==> config.mk <==
export PLATFORM = sky130hd
export DESIGN_NAME = serial_sub_flat
export DESIGN_NICKNAME = d
export VERILOG_FILES = /design/src/rtl/serial_sub_if.sv /design/src/rtl/serial_sub.sv /design/src/flat_wrapper.sv
export SDC_FILE = /design/constraint.sdc
export NUM_CORES = 1
export LEC_CHECK = 0
export CORE_MARGIN = 2
export CORE_UTILIZATION = 35
export DETAILED_ROUTE_END_ITERATION = 8
export SYNTH_ARGS = -nofsm -noshare
export SYNTH_HDL_FRONTEND = slang
export SYNTH_SLANG_ARGS = --single-unit
==> constraint.sdc <==
create_clock -name clk -period 3.6 [get_ports clk]
set_clock_uncertainty 0.2 [all_clocks]
set_input_delay 0.54 -clock clk [delete_from_list [all_inputs] [get_ports clk]]
set_output_delay 0.54 -clock clk [all_outputs]
set_load 0.01 [all_outputs]
==> src/rtl/serial_sub_if.sv <==
// Operand/result bundle for the bit-serial subtractor; master drives start and operands,
// slave returns status and the latched difference, borrow and overflow.
interface serial_sub_if #(
  parameter int N = 8
);
  logic         start;
  logic [N-1:0] A;
  logic [N-1:0] B;
  logic         busy;
  logic         done;
  logic [N-1:0] D;
  logic         Bout;
  logic         V;

  modport master (output start, A, B, input busy, done, D, Bout, V);
  modport slave  (input start, A, B, output busy, done, D, Bout, V);
endinterface

==> src/rtl/serial_sub.sv <==
// Bit-serial D = A - B, LSB first; done pulses N+1 cycles after an accepted start.
// start is ignored while busy; results hold from DONE until the next accepted start.
module serial_sub #(
  parameter int N = 8
) (
  input  logic        clk,
  input  logic        rst,
  serial_sub_if.slave bus
);
  localparam int             CW   = $clog2(N);
  localparam logic [CW-1:0]  LAST = CW'(N - 1);

  typedef enum logic [1:0] {IDLE, RUN, DONE} state_t;

  state_t        state;
  state_t        state_nxt;
  logic [N-1:0]  a_sh;
  logic [N-1:0]  b_sh;
  logic [N-1:0]  d_r;
  logic [CW-1:0] cnt;
  logic          bw;
  logic          bout_r;
  logic          v_r;
  logic          a_msb;
  logic          b_msb;
  logic          busy_c;
  logic          done_c;
  logic          a_bit;
  logic          b_bit;
  logic          d_bit;
  logic          bw_nxt;
  logic          last_bit;

  assign a_bit    = a_sh[0];
  assign b_bit    = b_sh[0];
  assign d_bit    = a_bit ^ b_bit ^ bw;
  assign bw_nxt   = (~a_bit & b_bit) | (~(a_bit ^ b_bit) & bw);
  assign last_bit = (cnt == LAST);

  always_ff @(posedge clk) begin
    if (rst) state <= IDLE;
    else     state <= state_nxt;
  end

  always_comb begin
    state_nxt = state;
    busy_c    = 1'b0;
    done_c    = 1'b0;
    case (state)
      IDLE: if (bus.start) state_nxt = RUN;
      RUN: begin
        busy_c = 1'b1;
        if (last_bit) state_nxt = DONE;
      end
      DONE: begin
        busy_c    = 1'b1;
        done_c    = 1'b1;
        state_nxt = IDLE;
      end
      default: state_nxt = IDLE;
    endcase
  end

  always_ff @(posedge clk) begin
    if (rst) begin
      a_sh   <= '0;
      b_sh   <= '0;
      d_r    <= '0;
      cnt    <= '0;
      bw     <= 1'b0;
      bout_r <= 1'b0;
      v_r    <= 1'b0;
      a_msb  <= 1'b0;
      b_msb  <= 1'b0;
    end else begin
      case (state)
        IDLE: if (bus.start) begin
          a_sh  <= bus.A;
          b_sh  <= bus.B;
          a_msb <= bus.A[N-1];
          b_msb <= bus.B[N-1];
          bw    <= 1'b0;
          cnt   <= '0;
        end
        RUN: begin
          a_sh <= a_sh >> 1;
          b_sh <= b_sh >> 1;
          d_r  <= {d_bit, d_r[N-1:1]};
          bw   <= bw_nxt;
          // d_bit on the last edge is the result MSB, so overflow is known right here
          if (last_bit) begin
            bout_r <= bw_nxt;
            v_r    <= (a_msb != b_msb) && (d_bit != a_msb);
          end else begin
            cnt <= cnt + CW'(1);
          end
        end
        default: ;
      endcase
    end
  end

  assign bus.busy = busy_c;
  assign bus.done = done_c;
  assign bus.D    = d_r;
  assign bus.Bout = bout_r;
  assign bus.V    = v_r;
endmodule
==> src/flat_wrapper.sv <==
// flat-port wrapper written by rule: the top's interface ports become plain ports
module serial_sub_flat 
#(
  parameter int N = 8
)
  (clk, rst, bus_start, bus_A, bus_B, bus_busy, bus_done, bus_D, bus_Bout, bus_V);
  serial_sub_if #(.N(N)) bus_i ();
  input  logic clk;
  input  logic rst;
  input wire logic [$bits(bus_i.start)-1:0] bus_start;
  input wire logic [$bits(bus_i.A)-1:0] bus_A;
  input wire logic [$bits(bus_i.B)-1:0] bus_B;
  output wire logic [$bits(bus_i.busy)-1:0] bus_busy;
  output wire logic [$bits(bus_i.done)-1:0] bus_done;
  output wire logic [$bits(bus_i.D)-1:0] bus_D;
  output wire logic [$bits(bus_i.Bout)-1:0] bus_Bout;
  output wire logic [$bits(bus_i.V)-1:0] bus_V;
  assign bus_i.start = bus_start;
  assign bus_i.A = bus_A;
  assign bus_i.B = bus_B;
  assign bus_busy = bus_i.busy;
  assign bus_done = bus_i.done;
  assign bus_D = bus_i.D;
  assign bus_Bout = bus_i.Bout;
  assign bus_V = bus_i.V;
  serial_sub #(.N(N)) u_core (.clk(clk), .rst(rst), .bus(bus_i));
endmodule
==> flow_metrics.tcl <==
set metrics [dict create \
    relSlewSlack_pct 61.9 \
    cts_root_buf "clkbuf_8" \
    hold_path_startpoint "u_core.a_sh[7]" \
    antenna_cells 0 \
    synth_largest_area_cell "dfxtp_1" \
    cts_resized 0 \
    drtAntennaViolNets 0 \
    min_period_ns 2.30 \
    worstPathRequired_ns 2.86 \
    outcome "finished, final reports clean" \
    netlist_area_mm2 0.00158 \
    reg2regPathDepth 5 \
    synthTopCellsByArea "dfxtp_1 (43%), mux2i_1 (14%), a211oi_1 (7.1%)" \
    crit_arrival_ns 1.56 \
    report.final.slew_viol_count 0 \
    antenna_found_initial 0 \
    grtUsageTotal_pct 13.9 \
    period_share_pct 63.9 \
    grt_pass1_vias 1189 \
    cts_max_level 2 \
    multi_input_area_um2 818 \
    post-dp-hpwl_um 2260 \
    placed_cells 235 \
    ys_seq_elements 34 \
    synth.avg_cell_area_um2 9.83 \
    max_cap_violations 0 \
    routed_wl_um 3110 \
    synth_edf_count 0 \
    ir_drop_mv 0.297 \
    drtIter0Drc 60 \
    synth_top_area_share_pct 43.0 \
    tns_ns 0 \
    max_clock_freq_mhz 435 \
    yosysWarnings 0 \
    drive_above_1_share_pct 8.42 \
    r2r-end "u_core.cnt[1]" \
    place_congestion 0.728 \
    synthFlopType "dfxtp_1" \
    drc_errors 0 \
    r2r-start "u_core.state[1]" \
    p_per_area_mw_per_mm2 448 \
    hold_buffers 0 \
    cts_sinks 34 \
    synthCells 161 \
    cts_tree "yes" \
    fillers 401 \
    rsz0062_at_grt "no" \
    nets 217 \
    dr.pass1.iters 4 \
    area_delta_synth_final_pct 24.7 \
    dieArea_mm2 0.00508 \
    endpoint_kind "primary output" \
    grt_overflow 0 \
    clk-insertion-delay-late_ns 0.28 \
    clkTransAtPathRegs_ns 0.07 \
    cts_setup_buffers 0 \
    power.leakage_nw 0.747 \
    ios 31 \
    core.rowCount 24 \
    wl_per_cell_um 12.9 \
    rrSetupSlack_ns 1.59 \
    seq_area_frac_synth_pct 43.0 \
    syn-num-nets 188 \
    hold_violations 0 \
    core_region_area_mm2 0.00435 \
    seqCellArea_um2 681 \
    hold_class "flop to flop" \
    min_to "u_core.a_sh[7]" \
    worst-path-max-fanout 4 \
    grt_max_degree 33 \
    cp-start-kind "flop" \
    fp.dieH_um 71.2 \
    vias 1222 \
    worstHoldPathCells 2 \
    crit_type "flop to primary output" \
    numCtsBuffers 5 \
    vias_per_cell 5.05 \
    cts.path.max_buffers 2 \
    port_buffers 30 \
    pre_cts_slack_ns 1.45 \
    worst_pin_slew_ns 0.571 \
    async_flop_share_pct 0 \
    grt_pass1_wl_um 5500 \
    setup_violations 0 \
    layout.cells.non_filler 242 \
    synth_cell_types 33 \
    final_cell_mix "dfxtp_1 (34), clkdlybuf4s50_1 (30), nor2_1 (26)" \
    die_w_um 71.2 \
    setup_ws_ns 1.30 \
    start_util_pct 36.4 \
    final_common_cell "dfxtp_1" \
]
-- how the worst max path moves through the flow --
stage	start	cells after the start	end
2_1_floorplan	u_core.cnt[0]	6	u_core.cnt[1]
3_3_place_gp	bus_start	4	u_core.bw
3_5_place_dp	bus_start	4	u_core.b_sh[5]
4_1_cts	u_core.state[0]	3	bus_busy
5_1_grt	u_core.state[0]	3	bus_busy
6_report	u_core.state[0]	3	bus_busy
-- worst max-delay path, cell delays in order (launching register included) --
cell and delay, ns:
dfxtp_1 0.37, inv_1 0.10, ha_1 0.28, clkdlybuf4s50_1 0.52
-- cells by family after synthesis --
family          synth area share (%)
fa+ha+maj                       6.80
buf+inv                         5.30
compound gates                  14.7
flops                           43.0
simple gates                    15.3
mux                             14.9
-- Yosys cell counts (2+ instances only) --
cell and n:
ha_1 7, nand3b_1 3, a211oi_1 15, o21bai_1 2, o311ai_0 3, and2b_2 2
buf_2 2, a21oi_1 7, o31ai_1 2, nand2_1 5, nor2_1 26, mux2i_1 22
buf_1 2, dfxtp_1 34, and3_2 2, inv_1 5, o21ai_0 3, buf_6 2
clkbuf_1 3
-- metrics by stage --
stage               total power [mW]  area [um2]  hold slack [ns]  util, %
floorplan                      0.586        1580            0.245        -
global route                   0.940        1970            0.308     45.3
global placement               0.624        1900            0.273     43.6
finish                         0.885        1970            0.292     45.3
CTS                            0.899        1970            0.293     45.3
detailed placement             0.634        1900            0.282     43.6
-- state kept, by name, summed over array words and instances (netlist names) --
register         cells
u_core.bus.D         8
u_core.state         2
u_core.bw            1
u_core.a_sh          8
u_core.bus.Bout      1
u_core.cnt           3
u_core.b_sh          8
u_core.bus.V         1
u_core.a_msb         1
u_core.b_msb         1
-- where the power goes --
part,internal [mW],leakage [nW],switching [mW]
Clock,0.133,0.0383,0.128
Sequential,0.408,0.278,0.0193
Combinational,0.0967,0.430,0.0989
Total,0.638,0.747,0.246
-- per-layer routing --
layer  part of all wire (%)  track usage [%]  vias up  routed length (um)
met4                    1.4             5.45        0                  44
met3                    4.3             5.06        7                 135
met1                     46             17.6      562                1440
li1                       -                -      628                   -
met5                      0                0        -                   0
met2                     48             21.6       25                1500
-- area by class of cell --
type | count | share of cell area (%)
Timing Repair Buffer | 32 | 16.0
Multi-Input combinational cell | 112 | 41.4
Clock buffer | 7 | 3.87
Inverter | 5 | 0.951
Sequential cell | 34 | 34.5
Tap cell | 52 | 3.30
No activity file was read; power rests on OpenSTA's default activity.
